===== config.mk =====
export PLATFORM = sky130hd
export DESIGN_NAME = nibble_serial_adder
export DESIGN_NICKNAME = d
export VERILOG_FILES = /design/src/rtl/nsa_pkg.sv /design/src/rtl/nibble_add4.sv /design/src/rtl/nibble_serial_adder.sv
export SDC_FILE = /design/constraint.sdc
export NUM_CORES = 1
export LEC_CHECK = 0
export BUFFER_PORTS_ARGS = -buffer_cell sky130_fd_sc_hd__clkbuf_2
export CAP_MARGIN = 5
export CORE_UTILIZATION = 39
export DETAILED_ROUTE_END_ITERATION = 6
export GPL_TIMING_DRIVEN = 0
export PLACE_DENSITY_LB_ADDON = 0.1
export SLEW_MARGIN = 5
export SYNTH_ARGS = -nofsm -noshare
export SYNTH_HDL_FRONTEND = slang
export SYNTH_SLANG_ARGS = --single-unit
export TNS_END_PERCENT = 10

===== constraint.sdc =====
create_clock -name clk -period 1.9 [get_ports clk]
set_input_delay 0.285 -clock clk [delete_from_list [all_inputs] [get_ports clk]]
set_output_delay 0.285 -clock clk [all_outputs]
set_load 0.1 [all_outputs]

===== src/rtl/nsa_pkg.sv =====
// Shared definitions for the nibble-serial adder: FSM states, nibble width
// and the nibble-count helper.
package nsa_pkg;

  localparam int NIBBLE_W = 4;

  typedef enum logic [1:0] {
    IDLE,
    RUN,
    DONE
  } state_t;

  function automatic int nibble_count(input int width);
    return width / NIBBLE_W;
  endfunction

endpackage


===== src/rtl/nibble_add4.sv =====
// Combinational 4-bit ripple-carry adder built from a chain of full-adder cells.
// c[i] is the carry out of bit i, so c[3] is the nibble carry-out.
module nibble_add4
  import nsa_pkg::*;
(
  input  logic [NIBBLE_W-1:0] a,
  input  logic [NIBBLE_W-1:0] b,
  input  logic                cin,
  output logic [NIBBLE_W-1:0] s,
  output logic [NIBBLE_W-1:0] c
);

  always_comb begin
    logic cy;
    cy = cin;
    s  = '0;
    c  = '0;
    for (int i = 0; i < NIBBLE_W; i++) begin
      s[i] = a[i] ^ b[i] ^ cy;
      c[i] = (a[i] & b[i]) | (cy & (a[i] ^ b[i]));
      cy   = c[i];
    end
  end

endmodule


===== src/rtl/nibble_serial_adder.sv =====
// Multi-cycle WIDTH-bit adder processing one nibble per clock through a single
// nibble_add4. Define NSA_OVERFLOW_EN to enable the signed-overflow output.
module nibble_serial_adder
  import nsa_pkg::*;
#(
  parameter int WIDTH = 16
) (
  input  logic             clk,
  input  logic             rst_n,
  input  logic             in_valid,
  output logic             in_ready,
  input  logic [WIDTH-1:0] a,
  input  logic [WIDTH-1:0] b,
  input  logic             cin,
  output logic             out_valid,
  input  logic             out_ready,
  output logic [WIDTH-1:0] sum,
  output logic             cout,
  output logic             ovf
);

  localparam int N  = nibble_count(WIDTH);
  localparam int KW = (N > 1) ? $clog2(N) : 1;

  state_t                    state, state_next;
  logic [KW-1:0]             k;
  logic [WIDTH-1:0]          a_sh, b_sh, sum_sh;
  logic                      carry_reg, cout_reg;
  logic [NIBBLE_W-1:0]       nib_s, nib_c;
  logic [WIDTH+NIBBLE_W-1:0] sum_cat;
  logic                      last_nib;

  nibble_add4 u_add (
    .a  (a_sh[NIBBLE_W-1:0]),
    .b  (b_sh[NIBBLE_W-1:0]),
    .cin(carry_reg),
    .s  (nib_s),
    .c  (nib_c)
  );

  assign last_nib = (k == KW'(N - 1));
  // New nibble enters at the top so after N shifts nibble 0 sits at the bottom.
  assign sum_cat  = {nib_s, sum_sh};

  always_ff @(posedge clk) begin
    if (!rst_n) state <= IDLE;
    else        state <= state_next;
  end

  always_comb begin
    state_next = state;
    in_ready   = 1'b0;
    out_valid  = 1'b0;
    case (state)
      IDLE: begin
        in_ready = 1'b1;
        if (in_valid) state_next = RUN;
      end
      RUN: begin
        if (last_nib) state_next = DONE;
      end
      DONE: begin
        out_valid = 1'b1;
        if (out_ready) state_next = IDLE;
      end
      default: state_next = IDLE;
    endcase
  end

  always_ff @(posedge clk) begin
    if (!rst_n) begin
      a_sh      <= '0;
      b_sh      <= '0;
      sum_sh    <= '0;
      carry_reg <= 1'b0;
      cout_reg  <= 1'b0;
      k         <= '0;
    end else begin
      case (state)
        IDLE: begin
          if (in_valid) begin
            a_sh      <= a;
            b_sh      <= b;
            carry_reg <= cin;
            k         <= '0;
          end
        end
        RUN: begin
          sum_sh    <= sum_cat[WIDTH+NIBBLE_W-1:NIBBLE_W];
          a_sh      <= a_sh >> NIBBLE_W;
          b_sh      <= b_sh >> NIBBLE_W;
          carry_reg <= nib_c[NIBBLE_W-1];
          k         <= k + 1'b1;
          if (last_nib) cout_reg <= nib_c[NIBBLE_W-1];
        end
        default: ;
      endcase
    end
  end

  assign sum  = sum_sh;
  assign cout = cout_reg;

`ifdef NSA_OVERFLOW_EN
  logic       ovf_reg;
  logic [1:0] unused_carries;

  // Signed overflow: carry into the MSB disagrees with carry out of it.
  always_ff @(posedge clk) begin
    if (!rst_n)                     ovf_reg <= 1'b0;
    else if (state == RUN && last_nib) ovf_reg <= nib_c[3] ^ nib_c[2];
  end

  assign ovf            = ovf_reg;
  assign unused_carries = nib_c[1:0];
`else
  logic [2:0] unused_carries;

  assign ovf            = 1'b0;
  assign unused_carries = nib_c[2:0];
`endif

endmodule


==> flow_metrics.tcl <==
set metrics [dict create \
    syn_area_mm2 0.002193 \
    post_drt_via_cell_ratio 4.925 \
    layout_setup_ws_ns -0.1981 \
    synth_compound_area_share_pct 29.04 \
    leakage_nw 1.139 \
    period_share_pct 110.4 \
    dieArea_mm2 0.005928 \
    syn_to_final_growth_pct 22.82 \
    synth-xor-area-share_pct 0 \
    crit_path_end_kind "flip-flop" \
    switchingPower_mw 0.7208 \
    clk_latency_ns 0.31 \
    layout.nets 329 \
    use_met2_pct 28.48 \
    grt_first_pass_wirelength_mm 8.280 \
    port_buffers 54 \
    critical_path.top_delay_family "adder cells" \
    tightest_slew_ns 0.5473 \
    cts.path.max_buffers 2 \
    syn_nets 268 \
    synthTopCellsByCount "dfxtp_1 (54), nand2_1 (29), o21a_1 (20), o221a_2 (20)" \
    num_io_pins 57 \
    top_usage_layer "met2" \
    p_total_mw 2.483 \
    worst_path_most_repeated_cell "fa_2" \
    synth_top_cell_area_share_pct 49.29 \
    ir_worst_vdd_mv 0.3964 \
    slew_violations 0 \
    n_fill_cell 539 \
    skew_ns 0.004379 \
    n_antenna_cell 0 \
    path_clk_slew_ns 0.10 \
    r2r_slack_ns -0.20 \
    holdBufCountCts 0 \
    internal_power_mw 1.762 \
    timing.fmax_ghz 0.4766 \
    cts.sinks 54 \
    use_met1_pct 23.64 \
    htreeDepth 2 \
    grt_pass1_vias 1692 \
    final-instance-count-excl-fill 358 \
    outcome "finished, violations left" \
    ys.warnings.count 0 \
    crit_chain "fa_2 > inv_2 > fa_2 > inv_2 > fa_2 > inv_2 > fa_2 > a211oi_2" \
    slew_headroom_pct 63.52 \
    yosys.cell_count.top_type "dfxtp_1" \
    die_h_um 77.00 \
    cts_tree "built" \
    syn_inst 226 \
    synth_cell_types 28 \
    drc_errors 0 \
    maxCapViolations 0 \
    dp.cells 350 \
    seq_power_share_pct 50.4 \
    synth_area_leader_cell "dfxtp_1" \
    synthAdderAreaFrac_pct 4.221 \
    critical_path_class "reg -> reg" \
    fin_area_mm2 0.002694 \
    avgRoutedWirePerCell_um 13.93 \
    synth.area.mux_share_pct 0.9127 \
    yosys.area_share.simple_pct 9.013 \
    place_hpwl_mm 3.535 \
    finalCriticalPeriod_ns 2.098 \
    hold_slack_ns 0.2019 \
    path_buf_inv 3 \
    ys_seq_area_share_pct 49.29 \
    antenna_left 0 \
    ys_seq_elements 54 \
    cpMaxStageDelayCell "fa_2" \
    hold_viol 0 \
    initial_core_util_pct 41.62 \
    worstPathRequired_ns 2.14 \
    antenna_found_initial 0 \
    layout-drive-gt1-share_pct 38.54 \
    hp-class "in -> reg" \
    place_area_mm2 0.002561 \
    ys.flop_type "dfxtp_1" \
    drt-initial-drc-count 46 \
    pre_cts_slack_ns -0.3109 \
    cts_buffers 5 \
    switching_share_pct 29.03 \
    core_mm2 0.005270 \
    power_frac_comb_pct 18.2 \
    start_kind "flip-flop" \
    synth_area_leaders "dfxtp_1 (49%), o221a_2 (10%), o21a_1 (6.8%)" \
    powerDensity_mw_per_mm2 921.8 \
    p_clk_share_pct 31.4 \
    grt_max_degree 18 \
    grt_usage_pct 17.99 \
    violations "setup timing" \
    drt_pass1_iterations 4 \
    cp.arrival_ns 2.33 \
    cts_root_buffer "clkbuf_8" \
    via_count 1763 \
    die_w_um 77.00 \
    rows 26 \
    use_met3_pct 4.167 \
    post-route-util_pct 51.12 \
    wl_mm 4.986 \
    path_max_fanout 2 \
    overflow 0 \
    setup_viol 2 \
    slowest_delay_ns 0.43 \
    synth_top_family_by_area "compound AO/OA/AOI/OAI gates" \
    cts_setup_buffers 0 \
    postSynthAreaPerCell_um2 9.705 \
    setup-tns-final_ns -0.3330 \
    synth_edf_count 0 \
    gp_congestion 0.7272 \
    async_reset_ff_share_pct 0 \
    rsz0062_at_grt "true" \
]
[path summary, 6_finish.rpt]
| check | from | to | depth (start not counted) |
|---|---|---|---|
| setup / recovery | a_sh[0] | sum[15] | 8 |
| hold / removal | a[1] | a_sh[1] | 3 |
| setup reg to reg | a_sh[0] | sum[15] | 8 |
| hold reg to reg | sum[3] | sum[3] | 2 |
[cell usage in the layout, fill, tap and decap left out, types with 5 or more instances in the layout]
master,count
a21oi_1,15
dfxtp_1,51
clkbuf_1,5
nor2_1,14
clkbuf_2,54
inv_1,12
buf_2,12
nand2_1,29
a22oi_1,10
o221a_2,20
clkbuf_8,5
o21a_1,20
[layout make-up]
cell class                      count  area, um^2  area share, %
Multi-Input combinational cell    137       975.9          36.23
Inverter                           15       56.30          2.090
Timing Repair Buffer               54       270.3          10.03
Buffer                             20       105.1          3.902
Tap cell                           70       87.58          3.251
Clock inverter                      3       45.04          1.672
Sequential cell                    54        1085          40.27
Clock buffer                        5       68.82          2.555
[worst reg2reg max path: cells and delay by family, from the launching register on]
kind | cells | cell delay, ns
AO/OA/AOI/OAI | 1 | 0.19
adder cells (fa/ha/maj) | 4 | 1.32
buffers and inverters | 3 | 0.17
flip-flops | 1 | 0.35
[metal layers]
layer  routed length, um  vias to the layer above  part of all wire [%]
met5                   0                        -                     0
met1                2437                      797                    49
met3                 202                        8                   4.1
met4                  69                        0                   1.4
met2                2276                       40                    46
li1                    -                      918                     -
[what timing repair did]
item	4_1_cts	5_1_grt
setup endpoints to repair	3	3
resized for setup	10	1
pin swaps	6	5
cloned	0	0
[power groups by stage]
stage	registers, mW	clock network [mW]	logic [mW]
final	1.25	0.779	0.453
after global routing	1.26	0.856	0.496
after CTS	1.25	0.797	0.458
after detailed placement	1.28	0	0.449
after global placement	1.28	0	0.443
after floorplan	1.36	0	0.239
[cells by family after synthesis]
kind of cell             count (synthesis)
AO/OA/AOI/OAI                           80
flip-flops                              54
AND/OR/NAND/NOR                         49
buffers and inverters                   35
adder cells (fa/ha/maj)                  5
multiplexers                             2
other                                    1
(Power assumes the default switching activity.)
